$ cat config.mk
export PLATFORM = sky130hd
export DESIGN_NAME = int2flt_core_flat
export DESIGN_NICKNAME = d
export VERILOG_FILES = /design/src/rtl/int2flt_if.sv /design/src/rtl/int2flt_core.sv /design/src/flat_wrapper.sv
export SDC_FILE = /design/constraint.sdc
export NUM_CORES = 1
export LEC_CHECK = 0
export BUFFER_PORTS_ARGS = -buffer_cell sky130_fd_sc_hd__buf_2
export CAP_MARGIN = 20
export CORE_ASPECT_RATIO = 0.8
export CORE_MARGIN = 2
export CORE_UTILIZATION = 50
export DETAILED_ROUTE_END_ITERATION = 16
export HOLD_SLACK_MARGIN = 0.1
export PLACE_DENSITY = 0.68
export SYNTH_ARGS = -nofsm -noshare
export SYNTH_HDL_FRONTEND = slang
export SYNTH_SLANG_ARGS = --single-unit
$ cat constraint.sdc
create_clock -name clk -period 5.85 [get_ports clk]
set_input_delay 1.17 -clock clk [delete_from_list [all_inputs] [get_ports clk]]
set_output_delay 1.17 -clock clk [all_outputs]
set_load 0.02 [all_outputs]
$ cat src/rtl/int2flt_if.sv
// rtl/int2flt_if.sv - start/done handshake and byte-wide data memory bus of the int-to-half converter
interface int2flt_if;
    logic       start;
    logic       done;
    logic [7:0] mem_addr;
    logic [7:0] mem_rd_data;
    logic [7:0] mem_wr_data;
    logic       mem_wr_en;

    modport master (
        input  start,
        input  mem_rd_data,
        output done,
        output mem_addr,
        output mem_wr_data,
        output mem_wr_en
    );

    modport slave (
        output start,
        output mem_rd_data,
        input  done,
        input  mem_addr,
        input  mem_wr_data,
        input  mem_wr_en
    );
endinterface

$ cat src/rtl/int2flt_core.sv
// rtl/int2flt_core.sv - sequential int16 to IEEE-754 half converter, one normalize shift per cycle, RNE
module int2flt_core #(
    parameter logic [7:0] SRC_ADDR = 8'd0,
    parameter logic [7:0] DST_ADDR = 8'd2
) (
    input  logic       clk,
    input  logic       reset,
    int2flt_if.master  bus
);

    typedef enum logic [3:0] {
        S_IDLE,
        S_RD_LO,
        S_RD_HI,
        S_ABS,
        S_NORM,
        S_ROUND,
        S_WR_LO,
        S_WR_HI,
        S_DONE
    } state_t;

    localparam logic [7:0] SRC_ADDR_HI = 8'(SRC_ADDR + 8'd1);
    localparam logic [7:0] DST_ADDR_HI = 8'(DST_ADDR + 8'd1);

    state_t      state_q;
    state_t      state_d;
    logic        start_q;

    // Bus outputs are registered: values computed for a state appear during the following cycle.
    logic        done_q;
    logic        done_d;
    logic [7:0]  addr_q;
    logic [7:0]  addr_d;
    logic [7:0]  wr_data_q;
    logic [7:0]  wr_data_d;
    logic        wr_en_q;
    logic        wr_en_d;

    logic [7:0]  in_lo_q;
    logic [7:0]  in_hi_q;
    logic        sign_q;
    logic [15:0] mag_q;
    logic [4:0]  exp_q;
    logic [15:0] result_q;

    logic [15:0] x_in;
    logic [15:0] abs_mag;
    logic [9:0]  mant_trunc;
    logic        guard_bit;
    logic        sticky_bit;
    logic        round_up;
    logic [10:0] mant_sum;
    logic [9:0]  mant_final;
    logic [4:0]  exp_final;

    assign bus.done        = done_q;
    assign bus.mem_addr    = addr_q;
    assign bus.mem_wr_data = wr_data_q;
    assign bus.mem_wr_en   = wr_en_q;

    // 0x8000 negates to itself, which read as unsigned is the required magnitude 32768.
    assign x_in    = {in_hi_q, in_lo_q};
    assign abs_mag = x_in[15] ? 16'(-x_in) : x_in;

    assign mant_trunc = mag_q[14:5];
    assign guard_bit  = mag_q[4];
    assign sticky_bit = |mag_q[3:0];
    assign round_up   = guard_bit && (sticky_bit || mant_trunc[0]);
    assign mant_sum   = {1'b0, mant_trunc} + {10'd0, round_up};

    // Largest magnitude gives exp 30, so the carry increment cannot reach the infinity code.
    always_comb begin
        mant_final = mant_sum[9:0];
        exp_final  = exp_q;
        if (mant_sum[10]) begin
            mant_final = 10'd0;
            exp_final  = 5'(exp_q + 5'd1);
        end
    end

    always_comb begin
        state_d   = state_q;
        done_d    = 1'b0;
        addr_d    = SRC_ADDR;
        wr_data_d = wr_data_q;
        wr_en_d   = 1'b0;
        case (state_q)
            S_IDLE: begin
                if (start_q && !bus.start) begin
                    state_d = S_RD_LO;
                end
            end
            S_RD_LO: begin
                addr_d  = SRC_ADDR_HI;
                state_d = S_RD_HI;
            end
            S_RD_HI: begin
                state_d = S_ABS;
            end
            S_ABS: begin
                state_d = (abs_mag == 16'd0) ? S_WR_LO : S_NORM;
            end
            S_NORM: begin
                if (mag_q[15]) begin
                    state_d = S_ROUND;
                end
            end
            S_ROUND: begin
                state_d = S_WR_LO;
            end
            S_WR_LO: begin
                addr_d    = DST_ADDR;
                wr_data_d = result_q[7:0];
                wr_en_d   = 1'b1;
                state_d   = S_WR_HI;
            end
            S_WR_HI: begin
                addr_d    = DST_ADDR_HI;
                wr_data_d = result_q[15:8];
                wr_en_d   = 1'b1;
                state_d   = S_DONE;
            end
            S_DONE: begin
                done_d  = 1'b1;
                state_d = S_IDLE;
            end
            default: begin
                state_d = S_IDLE;
            end
        endcase
    end

    always_ff @(posedge clk) begin
        if (reset) begin
            state_q   <= S_IDLE;
            start_q   <= 1'b0;
            done_q    <= 1'b0;
            addr_q    <= SRC_ADDR;
            wr_data_q <= 8'd0;
            wr_en_q   <= 1'b0;
        end else begin
            state_q   <= state_d;
            start_q   <= bus.start;
            done_q    <= done_d;
            addr_q    <= addr_d;
            wr_data_q <= wr_data_d;
            wr_en_q   <= wr_en_d;
        end
    end

    always_ff @(posedge clk) begin
        if (reset) begin
            in_lo_q  <= 8'd0;
            in_hi_q  <= 8'd0;
            sign_q   <= 1'b0;
            mag_q    <= 16'd0;
            exp_q    <= 5'd0;
            result_q <= 16'd0;
        end else begin
            case (state_q)
                S_RD_LO: in_lo_q <= bus.mem_rd_data;
                S_RD_HI: in_hi_q <= bus.mem_rd_data;
                S_ABS: begin
                    sign_q <= x_in[15];
                    mag_q  <= abs_mag;
                    exp_q  <= 5'd30;
                    if (abs_mag == 16'd0) begin
                        result_q <= 16'h0000;
                    end
                end
                S_NORM: begin
                    if (!mag_q[15]) begin
                        mag_q <= {mag_q[14:0], 1'b0};
                        exp_q <= 5'(exp_q - 5'd1);
                    end
                end
                S_ROUND: result_q <= {sign_q, exp_final, mant_final};
                default: ;
            endcase
        end
    end

endmodule
$ cat src/flat_wrapper.sv
// flat-port wrapper written by rule: the top's interface ports become plain ports
module int2flt_core_flat 
#(
    parameter logic [7:0] SRC_ADDR = 8'd0,
    parameter logic [7:0] DST_ADDR = 8'd2
)
  (clk, reset, bus_start, bus_mem_rd_data, bus_done, bus_mem_addr, bus_mem_wr_data, bus_mem_wr_en);
  int2flt_if bus_i ();
  input  logic clk;
  input  logic reset;
  input wire logic [$bits(bus_i.start)-1:0] bus_start;
  input wire logic [$bits(bus_i.mem_rd_data)-1:0] bus_mem_rd_data;
  output wire logic [$bits(bus_i.done)-1:0] bus_done;
  output wire logic [$bits(bus_i.mem_addr)-1:0] bus_mem_addr;
  output wire logic [$bits(bus_i.mem_wr_data)-1:0] bus_mem_wr_data;
  output wire logic [$bits(bus_i.mem_wr_en)-1:0] bus_mem_wr_en;
  assign bus_i.start = bus_start;
  assign bus_i.mem_rd_data = bus_mem_rd_data;
  assign bus_done = bus_i.done;
  assign bus_mem_addr = bus_i.mem_addr;
  assign bus_mem_wr_data = bus_i.mem_wr_data;
  assign bus_mem_wr_en = bus_i.mem_wr_en;
  int2flt_core #(.SRC_ADDR(SRC_ADDR), .DST_ADDR(DST_ADDR)) u_core (.clk(clk), .reset(reset), .bus(bus_i));
endmodule
## Word-level counts from Yosys, hierarchy flattened

Index checks and enable logic that the tools add are counted.

- Bits of input ports: 11
- Output and inout port bits: 18
- Register bits: 77
- Word-level logic and storage cells: 60

- Reduce and logical (&&, ||, !) cells: 14
- Muxes and demuxes: 17
- Add/sub/neg operators: 4
- Equal/unequal tests: 12

Operators by type and width:

| kind | count |
|---|---|
| one-hot mux 16 bit (2 select lines) | 2 |
| 2-to-1 mux 16 bit | 3 |
| one-hot mux 4 bit (8 select lines) | 1 |
| == test 4 x 3 -> 1 bit (second input constant) | 4 |
| zero test 16 bit | 1 |
| negator 16 bit | 1 |
| one-hot mux 8 bit (2 select lines) | 1 |
| adder 10 x 1 -> 11 bit | 1 |
| 2-to-1 mux 10 bit | 1 |
| 2-to-1 mux 5 bit | 2 |
| one-hot mux 5 bit (2 select lines) | 1 |
| == test 4 x 2 -> 1 bit (second input constant) | 2 |
| 2-to-1 mux 4 bit | 2 |
| != test 2 x 1 -> 1 bit (second input constant) | 3 |
| one-hot mux 2 bit (3 select lines) | 1 |
| AND reduction 2 bit | 3 |
| nonzero test 2 bit | 3 |
| adder 5 x 1 -> 5 bit (second input constant) | 1 |
| subtractor 5 x 1 -> 5 bit (second input constant) | 1 |
| == test 4 x 1 -> 1 bit (second input constant) | 1 |
| == test 4 bit (second input constant) | 1 |
| zero test 4 bit | 1 |
| OR reduction 4 bit | 1 |
| logical AND 1 bit | 2 |
| other kinds (6) | 7 |

## Longest topological paths before layout

- Depth after elaboration: 6
- Depth in mapped cells: 10
- Mapped depth without buffers: 8

## Worst setup path before layout

No wires, ideal clock.

- Path kind: reg-to-reg
- Start: register u_core.in_lo_q[0]
- End: register u_core.result_q[10]
- Period minus slack after synthesis: 2.319 ns
- Cell stages (with the launch flop): 11
- Arrival: 2.187 ns
- Data required time: 5.718 ns
- Setup slack: 3.531 ns
- Path buffers: 2
- Library setup time: 0.132 ns
- Cells stage by stage: dfxtp_1 -> inv_1 -> ha_1 -> nor4b_1 -> a41oi_1 -> xor2_1 -> nor4_2 -> and4_1 -> buf_6 -> buf_12 -> o22ai_2

- Word-level cells in the longest chain between the ends: 5

Ends and longest elaborated chain:

| item | line | text |
|---|---|---|
| start, declared | int2flt_core.sv:40 | `logic [7:0] in_lo_q;` |
| start signal, assigned | int2flt_core.sv:162 | `S_RD_LO: in_lo_q <= bus.mem_rd_data;` |
| negator 16 bit | int2flt_core.sv:64 | `assign abs_mag = x_in[15] ? 16'(-x_in) : x_in;` |
| 2-to-1 mux 16 bit * | int2flt_core.sv:64 |  |
| zero test 16 bit * | int2flt_core.sv:168 | `if (abs_mag == 16'd0) begin` |
| != test 2 x 1 -> 1 bit (no source line) * | -- |  |
| AND reduction 2 bit (no source line) * | -- |  |
| end signal, assigned | int2flt_core.sv:178 | `S_ROUND: result_q <= {sign_q, exp_final, mant_final};` |
| end, declared | int2flt_core.sv:45 | `logic [15:0] result_q;` |

Every way passes the cells marked *; elsewhere a longest branch is shown, timed or not.
A chain may end at the register's enable or synchronous reset.

## Worst setup path in the final report

- Start: register u_core.in_lo_q[0]
- End: register u_core.result_q[4]

Same word-level chain as after synthesis.

==> results.ini <==
[grt]
grt_max_degree = 57
grt_pass1_wl_um = 13700
grt_use_total_pct = 21.4
use_met1_pct = 30.2
globalRouteMet2Util_pct = 32.4
gr-total-overflow = 0
grt-busiest-layer = met2
antenna_found_initial = 0
grt_pass1_vias = 2800
gr-usage-met3_pct = 5.77

[timing]
tightest_slew_ns = 1.05
setup_violations = 0
final-hold-violation-count = 0
fin_crit_sh_pct = 54.9
period_minus_slack_ns = 3.21
relSlewSlack_pct = 28.8
rsz0062_at_grt = no
finClkSkew_ns = 0.0131
fmax_mhz = 311
finalSetupTns_ns = 0
setup_slack_ns = 2.64
finalMaxSlewViolations = 0

[pwr]
ir_worst_vdd_v = 0.000115
p_leak_uw = 0.00139
p_per_area_nw_per_um2 = 252

[finish]
mostFrequentLayoutCell = nand2_1
diodes = 0
layout.nets = 459
mostFrequentLayoutCells = nand2_1 (73), dfxtp_1 (71), a21oi_1 (31)
area_growth_pct = 7.08
final_layout_size_suffix_gt1_share_pct = 12.9

[clocking]
htreeDepth = 3
root_buffer = clkbuf_8
cts_sinks = 71
hold_buffers = 0
cts_setup_buffers = 0
clk_path_buf_depth = 2
path_clk_slew_ns = 0.09
cts_tree = built
ctsResizeCount = 0
insertion_delay_ns = 0.35
numCtsBuffers = 9

[flow_run]
maxCapViolCount = 0

[min_path]
whs_path_depth = 2
hold_class = reg -> reg

[place]
io_buffers = 22
gp_congestion = 0.783
place_ws_ns = 2.70
place_hpwl_um = 5710

[die]
coreArea_sq_um = 7030
rows = 27
fp.dieW_um = 100
die_area_sq_um = 8090
die_y_um = 80.9
initial_core_util_pct = 52.6
io_pins = 29

[worst_setup_path]
rr_endpoint = u_core.result_q[4]
critPathLaunchType = flop
setup.worst_path.end = u_core.result_q[4]
cp.arrival_ns = 3.41
critPathRequiredTime_ns = 6.05
crit_type = reg -> reg
r2r_start = u_core.in_lo_q[0]
crit_chain = inv_1 -> ha_1 -> nor4b_1 -> a41oi_1 -> xor2_1 -> nor4_2 -> and4_1 -> o21ai_0
r2r_slack_ns = 2.64
critPathMaxStageDelay_ns = 0.79
reg2reg_depth = 8
crit_fanout = 17
cpMaxStageDelayCell = and4_1
cp-startpoint = u_core.in_lo_q[0]
cp-end-kind = flop

[synthesis]
ys_ff_latch = 71
yosysUniqueCellTypes = 62
synth_warnings = 0
async_flop_share_pct = 0
syn-cell-area_sq_um = 3690
ys_seq_area_share_pct = 38.5
synth_flop_cell = dfxtp_1
synth_edf_count = 0
syn_inst = 442
syn_avg_cell_area_sq_um = 8.36

[detailed_routing]
detail-route-antenna-nets = 0
wl_per_cell_um = 15.1
drt-total-wl_um = 8070
dr.first_iter.drc_count = 127
vias_per_cell = 5.65
drtPass1Iterations = 4
drcViolationCount = 0
vias = 3023

[outcome]
status = finished clean

[power by group]
| part | internal [uW] | switching (uW) | leakage, uW |
|---|---|---|---|
| Combinational | 22.5 | 36.5 | 0.000707 |
| Sequential | 487 | 9.73 | 0.000573 |
| Clock | 243 | 198 | 0.000107 |
[synthesized netlist by cell type (all sizes together) (3+ instances only)]
library cell | n | area, sq um
a31oi | 3 | 18.8
nor3 | 13 | 65.1
nand4 | 4 | 25.0
mux2i | 11 | 110
o21ai | 17 | 100
a22oi | 12 | 90.1
nor2 | 26 | 97.6
a21oi | 31 | 155
nand2 | 73 | 274
nand3 | 10 | 50.1
xor2 | 10 | 87.6
o22ai | 7 | 81.3
nand2b | 8 | 57.6
nor2b | 6 | 37.5
o31ai | 4 | 30.0
buf | 16 | 126
clkbuf | 23 | 86.3
dfxtp | 71 | 1420
xnor2 | 17 | 149
o21a | 3 | 22.5
a211oi | 9 | 67.6
ha | 5 | 62.6
nor3b | 4 | 30.0
nor4 | 6 | 43.8
or3 | 6 | 37.5
inv | 8 | 30.0
and2 | 3 | 18.8
a21o | 4 | 30.0
[stage by stage]
stage,instances,utilization (%),hold WS [ns],cell area (sq um),total power (uW)
5_1_grt,535,56.3,0.481,3960,1040
3_3_place_gp,519,53.1,0.445,3730,566
2_1_floorplan,447,-,0.429,3710,559
3_5_place_dp,519,53.1,0.449,3730,567
4_1_cts,535,56.3,0.464,3960,1010
6_report,535,56.3,0.463,3960,997
[area by class of cell]
cell class,count,area [sq um]
fillers,675,3070
multi-input cells,329,2050
flip-flops and latches,71,1420
clock buffers,10,128
repair buffers,24,125
well taps,87,109
clock inverters,6,93.8
inverters,8,30.0
[logic make-up (layout without fill, tap and decap cells)]
| family | count (synthesis) | after routing | share of synthesized area, % |
|---|---|---|---|
| flip-flops | 71 | 71 | 38.5 |
| multiplexers | 11 | 11 | 2.98 |
| AO/OA/AOI/OAI | 106 | 106 | 20.4 |
| XOR/XNOR | 27 | 27 | 6.40 |
| AND/OR/NAND/NOR | 174 | 174 | 23.3 |
| buffers and inverters | 47 | 48 | 6.57 |
| other | 1 | 6 | 0.102 |
| adder cells (fa/ha/maj) | 5 | 5 | 1.69 |
[critical path, delay by kind of cell (launching register included)]
kind	cells	cell delay, ns
AOI/OAI and AO/OA	2	0.46
xor gates and xnor gates	1	0.22
adders and majority gates	1	0.24
buffers and inverters	1	0.10
DFF	1	0.37
and+or+nand+nor	3	1.67
[registers in the layout, indices dropped and copies added (netlist names)]
register                flops
u_core.result_q            16
u_core.mag_q               16
u_core.bus.done             1
u_core.exp_q                5
u_core.in_hi_q              8
u_core.state_q              4
u_core.bus.mem_addr         2
u_core.bus.mem_wr_en        1
u_core.in_lo_q              8
u_core.start_q              1
u_core.bus.mem_wr_data      8
u_core.sign_q               1
[worst min-delay path by stage]
| stage | startpoint | end | slack [ns] |
|---|---|---|---|
| floorplan | u_core.sign_q | u_core.result_q[15] | 0.43 |
| global placement | u_core.sign_q | u_core.result_q[15] | 0.45 |
| detailed placement | u_core.sign_q | u_core.result_q[15] | 0.45 |
| CTS | u_core.sign_q | u_core.sign_q | 0.46 |
| global route | u_core.result_q[15] | u_core.result_q[15] | 0.48 |
| finish | u_core.sign_q | u_core.result_q[15] | 0.46 |
[metal layers]
layer	vias to the layer above	share of wire, %
met4	0	0.36
li1	1552	-
met1	1410	52
met3	2	5.6
met5	-	0
met2	59	42
Power figures use the tool's default switching activity.
